<file path="config.mk">
export PLATFORM = sky130hd
export DESIGN_NAME = i2c_cpu_regfile
export DESIGN_NICKNAME = d
export VERILOG_FILES = /design/src/rtl/i2c_regs_pkg.sv /design/src/rtl/i2c_sync_fifo.sv /design/src/rtl/i2c_cpu_regfile.sv
export SDC_FILE = /design/constraint.sdc
export NUM_CORES = 1
export LEC_CHECK = 0
export CAP_MARGIN = 30
export CORE_ASPECT_RATIO = 2
export CORE_UTILIZATION = 55
export DETAILED_ROUTE_END_ITERATION = 8
export MAX_ROUTING_LAYER = met4
export PLACE_DENSITY = 0.82
export SYNTH_ARGS = -nofsm -noshare
export SYNTH_HDL_FRONTEND = slang
export SYNTH_SLANG_ARGS = --single-unit
</file>
<file path="constraint.sdc">
create_clock -name CLK -period 2.4 [get_ports CLK]
set_input_delay 0.48 -clock CLK [delete_from_list [all_inputs] [get_ports CLK]]
set_output_delay 0.48 -clock CLK [all_outputs]
set_load 0.05 [all_outputs]
</file>
<file path="src/rtl/i2c_regs_pkg.sv">
// Shared register map, CONFIG/STATUS bit positions and MODE layout for the
// I2C master CPU register file.
package i2c_regs_pkg;

    localparam logic [2:0] ADDR_CONFIG   = 3'd0;
    localparam logic [2:0] ADDR_MODE     = 3'd1;
    localparam logic [2:0] ADDR_SADDR_LO = 3'd2;
    localparam logic [2:0] ADDR_SADDR_HI = 3'd3;
    localparam logic [2:0] ADDR_BYTE_CNT = 3'd4;
    localparam logic [2:0] ADDR_TX_DATA  = 3'd5;
    localparam logic [2:0] ADDR_RX_DATA  = 3'd6;
    localparam logic [2:0] ADDR_STATUS   = 3'd7;

    localparam int CFG_START    = 0;
    localparam int CFG_INT_CLR  = 1;
    localparam int CFG_RX_IE    = 2;
    localparam int CFG_TX_IE    = 3;
    localparam int CFG_ABORT    = 4;
    localparam int CFG_SOFT_RST = 5;

    localparam int ST_TX_EMPTY = 0;
    localparam int ST_TX_FULL  = 1;
    localparam int ST_RX_EMPTY = 2;
    localparam int ST_RX_FULL  = 3;
    localparam int ST_TX_OVF   = 4;
    localparam int ST_RX_UDF   = 5;
    localparam int ST_BUSY     = 6;
    localparam int ST_DONE     = 7;

    typedef struct packed {
        logic [1:0] bps;
        logic       adr_mod;
        logic       rsvd4;
        logic       rw_mod;
        logic [2:0] rsvd_lo;
    } mode_t;

    // Reserved MODE bits always read back as zero.
    function automatic mode_t mode_sanitize(input logic [7:0] raw);
        mode_t m;
        m         = mode_t'(raw);
        m.rsvd4   = 1'b0;
        m.rsvd_lo = 3'b000;
        return m;
    endfunction

endpackage

</file>
<file path="src/rtl/i2c_sync_fifo.sv">
// Single-clock first-word-fall-through FIFO with synchronous flush.
// A push into a full FIFO is accepted only when a pop frees a slot in the same cycle.
module i2c_sync_fifo #(
    parameter int WIDTH = 8,
    parameter int DEPTH = 4
) (
    input  logic             CLK,
    input  logic             RST,
    input  logic             push,
    input  logic             pop,
    input  logic             flush,
    input  logic [WIDTH-1:0] din,
    output logic [WIDTH-1:0] dout,
    output logic             full,
    output logic             empty
);

    localparam int AW = $clog2(DEPTH);

    logic [WIDTH-1:0] mem [DEPTH];
    logic [AW-1:0]    wr_ptr;
    logic [AW-1:0]    rd_ptr;
    logic [AW:0]      count;
    logic             do_push;
    logic             do_pop;

    assign full    = (count == (AW + 1)'(DEPTH));
    assign empty   = (count == '0);
    assign do_pop  = pop & ~empty;
    assign do_push = push & (~full | do_pop);
    assign dout    = empty ? '0 : mem[rd_ptr];

    always_ff @(posedge CLK or negedge RST) begin
        if (!RST) begin
            wr_ptr <= '0;
            rd_ptr <= '0;
            count  <= '0;
        end else if (flush) begin
            wr_ptr <= '0;
            rd_ptr <= '0;
            count  <= '0;
        end else begin
            if (do_push) wr_ptr <= wr_ptr + 1'b1;
            if (do_pop)  rd_ptr <= rd_ptr + 1'b1;
            case ({do_push, do_pop})
                2'b10:   count <= count + 1'b1;
                2'b01:   count <= count - 1'b1;
                default: count <= count;
            endcase
        end
    end

    // NOTE: storage has no reset; validity is tracked by count, and dout is gated while empty.
    always_ff @(posedge CLK) begin
        if (do_push && !flush) mem[wr_ptr] <= din;
    end

endmodule

</file>
<file path="src/rtl/i2c_cpu_regfile.sv">
// CPU-side register file for the I2C master: config/mode/address registers,
// TX/RX FIFOs, sticky status flags, one-cycle command pulses and interrupt.
module i2c_cpu_regfile
    import i2c_regs_pkg::*;
#(
    parameter int DATA_W   = 8,
    parameter int TX_DEPTH = 4,
    parameter int RX_DEPTH = 4,
    parameter int SADDR_W  = 10
) (
    input  logic               CLK,
    input  logic               RST,
    input  logic               wr_en,
    input  logic               rd_en,
    input  logic [2:0]         addr,
    input  logic [DATA_W-1:0]  wdata,
    output logic [DATA_W-1:0]  rdata,
    output logic               rd_valid,
    output logic               start_pulse,
    output logic               abort_pulse,
    output logic [DATA_W-1:0]  mode,
    output logic [SADDR_W-1:0] slave_addr,
    output logic [DATA_W-1:0]  byte_cnt,
    input  logic               tx_pop,
    output logic [DATA_W-1:0]  tx_dout,
    output logic               tx_empty,
    input  logic               rx_push,
    input  logic [DATA_W-1:0]  rx_din,
    output logic               rx_full,
    input  logic               core_done,
    input  logic               core_busy,
    output logic               irq
);

    localparam int HI_W = SADDR_W - 8;

    mode_t            mode_q;
    logic [7:0]       saddr_lo;
    logic [HI_W-1:0]  saddr_hi;
    logic             rx_ie;
    logic             tx_ie;
    logic             tx_ovf;
    logic             rx_udf;
    logic             done_flag;

    logic             wr_cfg;
    logic             soft_rst;
    logic             flag_clr;
    logic             tx_push;
    logic             tx_full;
    logic             rx_rd;
    logic             rx_pop;
    logic             rx_empty;
    logic             tx_ovf_set;
    logic             rx_udf_set;
    logic [DATA_W-1:0] rx_dout;
    logic [7:0]        status;
    logic [DATA_W-1:0] rd_mux;

    assign wr_cfg     = wr_en && (addr == ADDR_CONFIG);
    assign soft_rst   = wr_cfg && wdata[CFG_SOFT_RST];
    assign flag_clr   = soft_rst || (wr_cfg && wdata[CFG_INT_CLR]);
    assign tx_push    = wr_en && (addr == ADDR_TX_DATA);
    assign rx_rd      = rd_en && (addr == ADDR_RX_DATA);
    assign rx_pop     = rx_rd && !rx_empty;
    assign tx_ovf_set = tx_push && tx_full && !tx_pop;
    assign rx_udf_set = rx_rd && rx_empty && !rx_push;

    assign mode       = DATA_W'(mode_q);
    assign slave_addr = {saddr_hi, saddr_lo};

    i2c_sync_fifo #(.WIDTH(DATA_W), .DEPTH(TX_DEPTH)) u_tx_fifo (
        .CLK   (CLK),
        .RST   (RST),
        .push  (tx_push),
        .pop   (tx_pop),
        .flush (soft_rst),
        .din   (wdata),
        .dout  (tx_dout),
        .full  (tx_full),
        .empty (tx_empty)
    );

    i2c_sync_fifo #(.WIDTH(DATA_W), .DEPTH(RX_DEPTH)) u_rx_fifo (
        .CLK   (CLK),
        .RST   (RST),
        .push  (rx_push),
        .pop   (rx_pop),
        .flush (soft_rst),
        .din   (rx_din),
        .dout  (rx_dout),
        .full  (rx_full),
        .empty (rx_empty)
    );

    // NOTE: sequential state uses non-blocking assignments only; combinational blocks default every output first.
    always_ff @(posedge CLK or negedge RST) begin
        if (!RST) begin
            mode_q      <= '0;
            saddr_lo    <= '0;
            saddr_hi    <= '0;
            byte_cnt    <= '0;
            rx_ie       <= 1'b0;
            tx_ie       <= 1'b0;
            start_pulse <= 1'b0;
            abort_pulse <= 1'b0;
        end else begin
            start_pulse <= wr_cfg && wdata[CFG_START];
            abort_pulse <= wr_cfg && wdata[CFG_ABORT];
            if (wr_cfg) begin
                rx_ie <= wdata[CFG_RX_IE];
                tx_ie <= wdata[CFG_TX_IE];
            end
            if (wr_en) begin
                case (addr)
                    ADDR_MODE:     mode_q   <= mode_sanitize(wdata[7:0]);
                    ADDR_SADDR_LO: saddr_lo <= wdata[7:0];
                    ADDR_SADDR_HI: saddr_hi <= wdata[HI_W-1:0];
                    ADDR_BYTE_CNT: byte_cnt <= wdata;
                    default:       ;
                endcase
            end
        end
    end

    // Sticky flags: a set in the same cycle as a clear wins.
    always_ff @(posedge CLK or negedge RST) begin
        if (!RST) begin
            tx_ovf    <= 1'b0;
            rx_udf    <= 1'b0;
            done_flag <= 1'b0;
            irq       <= 1'b0;
        end else begin
            if (tx_ovf_set)     tx_ovf <= 1'b1;
            else if (flag_clr)  tx_ovf <= 1'b0;
            if (rx_udf_set)     rx_udf <= 1'b1;
            else if (flag_clr)  rx_udf <= 1'b0;
            if (core_done)      done_flag <= 1'b1;
            else if (flag_clr)  done_flag <= 1'b0;
            irq <= (rx_ie & ~rx_empty) | (tx_ie & done_flag) | tx_ovf | rx_udf;
        end
    end

    always_comb begin
        status              = '0;
        status[ST_TX_EMPTY] = tx_empty;
        status[ST_TX_FULL]  = tx_full;
        status[ST_RX_EMPTY] = rx_empty;
        status[ST_RX_FULL]  = rx_full;
        status[ST_TX_OVF]   = tx_ovf;
        status[ST_RX_UDF]   = rx_udf;
        status[ST_BUSY]     = core_busy;
        status[ST_DONE]     = done_flag;
    end

    always_comb begin
        rd_mux = '0;
        case (addr)
            ADDR_CONFIG: begin
                rd_mux[CFG_RX_IE] = rx_ie;
                rd_mux[CFG_TX_IE] = tx_ie;
            end
            ADDR_MODE:     rd_mux = mode;
            ADDR_SADDR_LO: rd_mux = DATA_W'(saddr_lo);
            ADDR_SADDR_HI: rd_mux = DATA_W'(saddr_hi);
            ADDR_BYTE_CNT: rd_mux = byte_cnt;
            ADDR_RX_DATA:  rd_mux = rx_dout;
            ADDR_STATUS:   rd_mux = DATA_W'(status);
            default:       rd_mux = '0;
        endcase
    end

    always_ff @(posedge CLK or negedge RST) begin
        if (!RST) begin
            rdata    <= '0;
            rd_valid <= 1'b0;
        end else begin
            rd_valid <= rd_en;
            if (rd_en) rdata <= rd_mux;
        end
    end

endmodule

</file>
==> results.env, run 1 <==
NETLIST_TOP_CELLS_AREA='sky130_fd_sc_hd__edfxtp_1 36%, sky130_fd_sc_hd__dfrtp_1 25%, sky130_fd_sc_hd__mux4_2 6.7%'
SYNTH_CELL_TYPE_COUNT=59
DRT_ITER0_DRC=249
SEQ_POWER_SHARE=0.354
ROUTE.VIAS.TOTAL=3736
DRT-VIAS-PER-INSTANCE=5.883
WORST_IR_DROP_VDD_uV=748.7
POWER_PER_CELL_AREA_mW_PER_MM2=1152
NETLIST.TOP_CELL.BY_AREA='sky130_fd_sc_hd__edfxtp_1'
SYNTHTOLAYOUTAREAGROWTH_PCT=31.42
HORIZONTAL_DIE_DIMENSION_UM=72.07
FILLER_INSTANCES=574
VERTICAL_EXTENT_OF_THE_DIE_UM=142.1
SETUP.REG_TO_REG.WORST_SLACK_NS=0.27
UNREPAIRED_SETUP_ENDPOINTS_AFTER_GLOBAL_ROUTING='no'
INITIAL_STANDARD_CELL_UTILIZATION_OF_THE_CORE=0.5717
CRITPATHMOSTFREQUENTCELL='sky130_fd_sc_hd__buf_4'
HOLD_CLASS='input pin to async pin'
PLACEABLECOREAREA_SQ_MM=0.009447
CTS_BUFFERS=17
MAXCAPVIOLCOUNT=0
DETAIL_ROUTE.WL_PER_CELL_UM=20.10
ARRIVAL_NS=1.83
GRT_ANTENNA_BEFORE_REPAIR=0
IO_BUFFER_COUNT=70
CLKTRANSATPATHREGS_NS=0.06
STATIC-LEAKAGE-POWER_nW=2.795
MAX_SLEW.WORST_PIN.SLEW_NS=0.6969
TYPE_OF_THE_SETUP_PATH_WITH_THE_LEAST_SLACK='flip-flop to output pin'
PATH_DELAY_FAMILY='simple AND/OR/NAND/NOR gates'
DRTPASS1ITERATIONS=5
ROW_COUNT=50
YS.WARNINGS.COUNT=0
REPORT.FINAL.SLEW_VIOL_COUNT=0
POST_CTS_BUFFERS=0
DIE_AREA_SQ_MM=0.01024
CTS_TREE='built'
SYN_AREA_PER_CELL_SQ_UM=14.10
P_SWITCHING_W=0.002943
CLK_PATH_BUF_DEPTH=2
DP_HPWL_UM=9218
CP_CELL_SEQUENCE='or3_1 -> buf_4 -> and2_1 -> buf_4'
FINAL_UTIL=0.7513
POSTSYNTHREGISTERBITS=117
SETUP.WORST_PATH.END_CLASS='output pin'
TIMING.SETUP.TNS_NS=0
GRT_OVERFLOW=0
LARGEST_NET_DEGREE_AT_THE_START_OF_GLOBAL_ROUTING=54
CLK_LATENCY_NS=0.41
COMBPWRFRAC=0.348
CPPEAKSTAGEDELAY_NS=0.46
CTS.HTREE.LEVELS=4
REGISTER_AREA_SHARE_AFTER_SYNTHESIS=0.6015
NUM-NETS-FINAL=529
ASYNCSETRESETFLOPFRACSYNTH=0.4530
CP_NUM_BUF_INV=2
TRITONCTS_NUM_SINKS=117
TIMING.SLEW.HEADROOM=0.5354
TIMING.RR.END='u_tx_fifo.count[2]'
FINALCRITICALPERIOD_NS=2.306
PREVAILING_POST_SYNTH_REGISTER_CELL='sky130_fd_sc_hd__edfxtp_1'
FINAL_ANTENNA_NET_COUNT=0
CRIT-REG2REG-LAUNCH='u_tx_fifo.count[0]'
SYNTHESIS.AREA_SQ_MM=0.005400
WORST-ENDPOINT-REQUIRED_NS=1.92
OUTCOME='complete, no violations'
SWSHARE=0.3600
SYNTHCELLS=383
GRT_USE_TOTAL=0.2811
TOP_LEVEL_PORTS=75
ACHIEVABLE-FREQUENCY_MHz=433.7
FINALSETUPVIOLATIONS=0
GPL.FINAL_WEIGHTED_CONGESTION=0.8496
TIMING.CLOCK.SKEW_NS=0.007507
SHARE_CLK_OF_TOTAL_POWER=0.299
GRT_PASS1_VIAS=4028
REG2REG_DEPTH=8
CTS.ROOT.BUFFER_CELL='sky130_fd_sc_hd__clkbuf_16'
ROUTED_WL_UM=12760
PATH_MAX_FANOUT=9
POWER_REPORT.INTERNAL_TOTAL_W=0.005232
MIN_PERIOD_OVER_PERIOD=0.9607
ANTENNA_CELLS=0
POSTCTSHOLDBUFS=0
STARTPOINT_TYPE='flip-flop'
GRT_FIRST_PASS_WIRELENGTH_UM=20370
HOLD_VIOL_FINAL=0
LAYOUT.CELLS.MOST_COMMON_LIST='64 x sky130_fd_sc_hd__edfxtp_1, 59 x sky130_fd_sc_hd__clkdlybuf4s50_1, 52 x sky130_fd_sc_hd__dfrtp_1, 50 x sky130_fd_sc_hd__buf_4, 25 x sky130_fd_sc_hd__mux2_2'
POST_DETAILED_ROUTE_DRC_MARKER_COUNT=0
DESIGN_POWER_TOTAL_W=0.008175
MOST_COMMON_CELL_AFTER_LAYOUT_FILL_AND_TAPS_ASIDE='sky130_fd_sc_hd__edfxtp_1'
NUMBER_OF_SYNTHESIZED_FLOPS_WITH_AN_ENABLE_PIN=64
CP_SLOWEST_CELL='sky130_fd_sc_hd__dfrtp_1'
NETLIST.AREA_LEADER.SHARE=0.3559
LAYOUT-DRIVE-GT1-SHARE=0.2792
-- cell type report --
cell class / instances / area, sq um / area share
clock buffer: 17 / 425.4 / 0.05994
timing repair buffer: 116 / 1091 / 0.1537
tap: 130 / 162.7 / 0.02292
sequential: 117 / 3252 / 0.4582
inverter: 14 / 52.55 / 0.007405
multi-input combinational: 226 / 1956 / 0.2756
clock inverter: 15 / 157.7 / 0.02221
-- worst register-to-register path, stage by stage, from the launching register on --
cell and delay [ns]:
sky130_fd_sc_hd__dfrtp_1 0.51, sky130_fd_sc_hd__or3_1 0.19, sky130_fd_sc_hd__inv_2 0.07, sky130_fd_sc_hd__nor2_1 0.12
sky130_fd_sc_hd__nand2_1 0.08, sky130_fd_sc_hd__fa_1 0.40, sky130_fd_sc_hd__or3_1 0.39, sky130_fd_sc_hd__a21o_1 0.17
sky130_fd_sc_hd__a21oi_1 0.12
-- routing by layer --
metal	track usage	wire (um)	vias up
li1	-	-	1664
met1	0.2525	4189	1858
met2	0.5086	7360	157
met3	0.06091	587	57
met4	0.1847	624	0
met5	-	0	-
-- flip-flops by register name, indices dropped and copies added, names as in the netlist, 2 cells and up --
name and count:
u_rx_fifo.rd_ptr 2, u_tx_fifo.mem 32, mode 4, u_tx_fifo.count 3, u_rx_fifo.wr_ptr 2, byte_cnt 8
u_rx_fifo.mem 32, u_tx_fifo.wr_ptr 2, u_tx_fifo.rd_ptr 2, u_rx_fifo.count 3, rdata 8, saddr_hi 2
saddr_lo 8
-- cell usage after synthesis, types with 3 or more instances --
library cell,instances
sky130_fd_sc_hd__o311ai_0,3
sky130_fd_sc_hd__and3_1,8
sky130_fd_sc_hd__buf_2,13
sky130_fd_sc_hd__a32o_1,4
sky130_fd_sc_hd__mux2_2,25
sky130_fd_sc_hd__xnor2_1,4
sky130_fd_sc_hd__inv_1,13
sky130_fd_sc_hd__clkbuf_1,9
sky130_fd_sc_hd__buf_4,4
sky130_fd_sc_hd__o2bb2ai_1,4
sky130_fd_sc_hd__nand3_1,9
sky130_fd_sc_hd__mux4_2,16
sky130_fd_sc_hd__a211oi_1,3
sky130_fd_sc_hd__or3_1,4
sky130_fd_sc_hd__nor4_1,3
sky130_fd_sc_hd__dfrtp_1,53
sky130_fd_sc_hd__nor2b_1,7
sky130_fd_sc_hd__a21oi_1,7
sky130_fd_sc_hd__a22oi_1,3
sky130_fd_sc_hd__and2_1,16
sky130_fd_sc_hd__a31oi_1,5
sky130_fd_sc_hd__xor2_1,4
sky130_fd_sc_hd__edfxtp_1,64
sky130_fd_sc_hd__nand2_1,17
sky130_fd_sc_hd__nor3_1,6
sky130_fd_sc_hd__o21ai_0,9
sky130_fd_sc_hd__nor2_1,17
sky130_fd_sc_hd__mux2i_1,3
sky130_fd_sc_hd__ha_1,8
-- worst max path at each step --
stage / startpoint / to / slack [ns] / depth (start not counted)
after floorplan: addr[2] / u_rx_fifo.count[2] / 0.16 / 9
after global placement: addr[0] / u_rx_fifo.count[2] / 0.01 / 8
after detailed placement: addr[1] / u_rx_fifo.mem[1][7] / -0.05 / 5
after CTS: u_tx_fifo.rd_ptr[0] / tx_dout[7] / 0.02 / 3
after global routing: u_tx_fifo.count[0] / tx_dout[7] / 0.02 / 4
final: u_tx_fifo.count[1] / tx_dout[7] / 0.09 / 4
-- power groups by stage --
stage / combinational, W / sequential, W / clock [W]
3_5_place_dp: 0.00283 / 0.00291 / 0
3_3_place_gp: 0.00275 / 0.00288 / 0
4_1_cts: 0.00286 / 0.00288 / 0.00247
5_1_grt: 0.00301 / 0.00294 / 0.00256
6_report: 0.00284 / 0.00289 / 0.00244
2_1_floorplan: 0.00166 / 0.00309 / 0
-- kinds of logic after synthesis --
kind of cell | Yosys count | synth area share
AO/OA/AOI/OAI | 59 | 0.08387
AND/OR/NAND/NOR | 100 | 0.1091
buffers and inverters | 43 | 0.03846
other | 1 | 0.0006944
adder cells (fa/ha/maj) | 10 | 0.02595
multiplexers | 44 | 0.1244
XOR/XNOR | 9 | 0.01599
flip-flops | 117 | 0.6015
-- per-stage QoR --
stage / instance area [sq um] / hold WS (ns) / worst slack, ns / std cells
floorplan: 5411 / 0.1844 / 0.1571 / 386
global placement: 6510 / 0.4803 / 0.01149 / 603
detailed placement: 6510 / 0.4864 / -0.05112 / 603
CTS: 7094 / 0.2137 / 0.02054 / 635
global route: 7097 / 0.2669 / 0.02135 / 635
finish: 7097 / 0.2017 / 0.09427 / 635
-- what timing repair did --
item	4_1_cts	5_1_grt
resized for setup	1	1
endpoints found under the hold margin	0	0
pin swaps	0	0
endpoints found under the setup margin	8	2
Power figures use the tool's default switching activity.
==> run 2: changes to the inputs <==
--- a/config.mk
+++ b/config.mk
@@ -11,6 +11,7 @@
 export DETAILED_ROUTE_END_ITERATION = 8
 export MAX_ROUTING_LAYER = met4
 export PLACE_DENSITY = 0.82
+export SETUP_SLACK_MARGIN = 0.4
 export SYNTH_ARGS = -nofsm -noshare
 export SYNTH_HDL_FRONTEND = slang
 export SYNTH_SLANG_ARGS = --single-unit
==> results.env, run 2 (synthesized netlist as in run 1, its figures left out) <==
ACHIEVABLE-FREQUENCY_MHz=442.9  # +2.1%
DRTPASS1ITERATIONS=4  # -1
TIMING.CLOCK.SKEW_NS=0.007299  # -0.0002084 ns
WORST-ENDPOINT-REQUIRED_NS=1.92  # about the same
ARRIVAL_NS=1.78  # -0.05 ns
CRIT-REG2REG-LAUNCH='u_rx_fifo.count[2]'
FINAL.HOLD.WORST_SLACK_NS=0.06361  # -0.1381 ns
POST_DETAILED_ROUTE_DRC_MARKER_COUNT=0  # unchanged
TYPE_OF_THE_SETUP_PATH_WITH_THE_LEAST_SLACK='flip-flop to output pin'
PLACEABLECOREAREA_SQ_MM=0.009447  # unchanged
STATIC-LEAKAGE-POWER_nW=3.040  # +8.8%
FINAL_ANTENNA_NET_COUNT=0  # unchanged
CLKTRANSATPATHREGS_NS=0.05  # about the same
FINALSETUPVIOLATIONS=0  # unchanged
IO_BUFFER_COUNT=70  # unchanged
SETUP.WORST_PATH.END_CLASS='output pin'
DRT_ITER0_DRC=229  # -8.0%
INITIAL_STANDARD_CELL_UTILIZATION_OF_THE_CORE=0.5717  # unchanged
MET2_WIRELENGTH_UM=8133  # +11%
POSTPLACECELLAREA_SQ_MM=0.006555  # +0.69%
GRT_FIRST_PASS_WIRELENGTH_UM=21570  # +5.9%
GPL.FINAL_WEIGHTED_CONGESTION=0.9062  # +6.7%
SEQ_POWER_SHARE=0.320  # -0.034
PATH_MAX_FANOUT=5  # -4
P_SWITCHING_W=0.003092  # +5.1%
ROW_COUNT=50  # unchanged
STARTPOINT_TYPE='flip-flop'
MIN_PERIOD_OVER_PERIOD=0.9407  # -0.01998
MAX_SLEW.WORST_PIN.SLEW_NS=0.5905  # -0.1063 ns
DESIGN_POWER_TOTAL_W=0.008823  # +7.9%
CTS.HTREE.LEVELS=4  # unchanged
TIMING.SETUP.TNS_NS=0  # unchanged
POWER_REPORT.INTERNAL_TOTAL_W=0.005731  # +9.5%
HOLD_CLASS='input pin to async pin'
SWSHARE=0.3504  # -0.009561
REPORT.FINAL.SLEW_VIOL_COUNT=0  # unchanged
UNREPAIRED_SETUP_ENDPOINTS_AFTER_GLOBAL_ROUTING='yes'
ANTENNA_CELLS=0  # unchanged
TIMING.SLEW.HEADROOM=0.6063  # +0.07089
FINALCRITICALPERIOD_NS=2.258  # -0.04796 ns
SHARE_CLK_OF_TOTAL_POWER=0.301  # +0.002
MAXCAPVIOLCOUNT=0  # unchanged
DP_HPWL_UM=9584  # +4.0%
VERTICAL_EXTENT_OF_THE_DIE_UM=142.1  # unchanged
COMBPWRFRAC=0.379  # +0.031
ROUTE.VIAS.TOTAL=3845  # +2.9%
FILLER_INSTANCES=567  # -1.2%
DRT-VIAS-PER-INSTANCE=5.924  # +0.70%
WORST_IR_DROP_VDD_uV=820.3  # +9.6%
GRT_PASS1_VIAS=4219  # +4.7%
NUM-NETS-FINAL=543  # +2.6%
MULTI_INPUT_COMB_AREA_SQ_MM=0.002036  # +4.1%
REG2REG_DEPTH=7  # -1
HORIZONTAL_DIE_DIMENSION_UM=72.07  # unchanged
POSTCTSHOLDBUFS=0  # unchanged
GRT_USE_TOTAL=0.3029  # +0.02181
OUTCOME='complete, no violations'
ROUTED_WL_UM=13910  # +9.0%
DETAIL_ROUTE.WL_PER_CELL_UM=21.43  # +6.6%
BIGGESTREGSBYFLOPS='u_rx_fifo.mem x32, u_tx_fifo.mem x32'
HOLD_VIOL_FINAL=0  # unchanged
POWER_PER_CELL_AREA_mW_PER_MM2=1201  # +4.3%
GRT_OVERFLOW=0  # unchanged
REGAREA_SQ_MM=0.003252  # unchanged
MOST_COMMON_CELL_AFTER_LAYOUT_FILL_AND_TAPS_ASIDE='sky130_fd_sc_hd__edfxtp_1'
FINAL_DESIGN_AREA_EXCLUDING_FILLERS_SQ_MM=0.007346  # +3.5%
CTS_TREE='built'
SYNTHTOLAYOUTAREAGROWTH_PCT=36.03
GRT_ANTENNA_BEFORE_REPAIR=0  # unchanged
MET3WIRELENGTH_UM=552  # -6.0%
CLK_LATENCY_NS=0.41  # about the same
CTS.ROOT.BUFFER_CELL='sky130_fd_sc_hd__clkbuf_16'
DIE_AREA_SQ_MM=0.01024  # unchanged
TOP_LEVEL_PORTS=75  # unchanged
ROUTE.TOP_LAYER_USED='met4'
TIMING.RR.END='u_rx_fifo.count[2]'
CTS_BUFFERS=17  # unchanged
SETUP.REG_TO_REG.WORST_SLACK_NS=0.46  # +0.19 ns
TRITONCTS_NUM_SINKS=117  # unchanged
CLK_PATH_BUF_DEPTH=2  # unchanged
LARGEST_NET_DEGREE_AT_THE_START_OF_GLOBAL_ROUTING=26  # -52%
LAYOUT.CELLS.MOST_COMMON_LIST='64 x sky130_fd_sc_hd__edfxtp_1, 55 x sky130_fd_sc_hd__buf_4, 50 x sky130_fd_sc_hd__dfrtp_1, 35 x sky130_fd_sc_hd__dlygate4sd2_1, 25 x sky130_fd_sc_hd__mux2_2'
LAYOUT-DRIVE-GT1-SHARE=0.3468  # +0.06761
DRT-MET1-WL_UM=4411  # +5.3%
-- run 2: how the worst max path moves through the flow --
stage | from | endpoint | slack (ns) | cells after the start
after global placement | wr_en | u_tx_fifo.count[2] | 0.04 | 7
after floorplan | addr[2] | u_rx_fifo.count[2] | 0.24 | 9
after CTS | u_tx_fifo.rd_ptr[0] | tx_dout[5] | 0.08 | 4
final | u_tx_fifo.rd_ptr[0] | tx_dout[5] | 0.14 | 4
after detailed placement | addr[1] | u_rx_fifo.mem[1][7] | -0.06 | 5
after global routing | u_tx_fifo.rd_ptr[0] | tx_dout[5] | 0.11 | 4
-- run 2: through the flow --
stage                     std cells    util  setup slack, ns
final                           649  0.7776           0.1422
after global routing            649  0.7776           0.1089
after CTS                       645  0.7690          0.07999
after detailed placement        610  0.6939         -0.06496
after global placement          610  0.6939          0.03585
after floorplan                 386       -           0.2386
-- run 2: power groups by stage --
stage / registers (W) / clock network (W) / logic [W]
after floorplan: 0.00309 / 0 / 0.00173
after global placement: 0.00283 / 0 / 0.00288
after detailed placement: 0.00285 / 0 / 0.00296
after CTS: 0.00283 / 0.00267 / 0.00322
after global routing: 0.00286 / 0.00276 / 0.00353
final: 0.00283 / 0.00266 / 0.00334
-- run 2: repair_timing --
item | in CTS | in global routing
pin swaps | 6 | 6
setup endpoints to repair | 64 | 48
cloned | 1 | 0
buffers inserted | 2 | 4
gates resized for setup | 65 | 18
endpoints found under the hold margin | 0 | 0
-- run 2: per-layer routing --
| layer | up-vias | track usage |
|---|---|---|
| met5 | - | - |
| met4 | 0 | 0.2157 |
| met3 | 66 | 0.07082 |
| met2 | 168 | 0.5371 |
| met1 | 1932 | 0.2714 |
| li1 | 1679 | - |
-- run 2: cell type report --
cell class,count,share of cell area
Clock inverter,13,0.02453
Timing Repair Buffer,130,0.1650
Multi-Input combinational cell,226,0.2771
Sequential cell,117,0.4427
Tap cell,130,0.02214
Clock buffer,19,0.06030
Inverter,14,0.008176
-- run 2: critical path, cell delays in order (launching register included) --
cell                      delay, ns
sky130_fd_sc_hd__dfrtp_2       0.40
sky130_fd_sc_hd__buf_8         0.14
sky130_fd_sc_hd__mux4_2        0.51
sky130_fd_sc_hd__and2_4        0.16
sky130_fd_sc_hd__buf_8         0.14
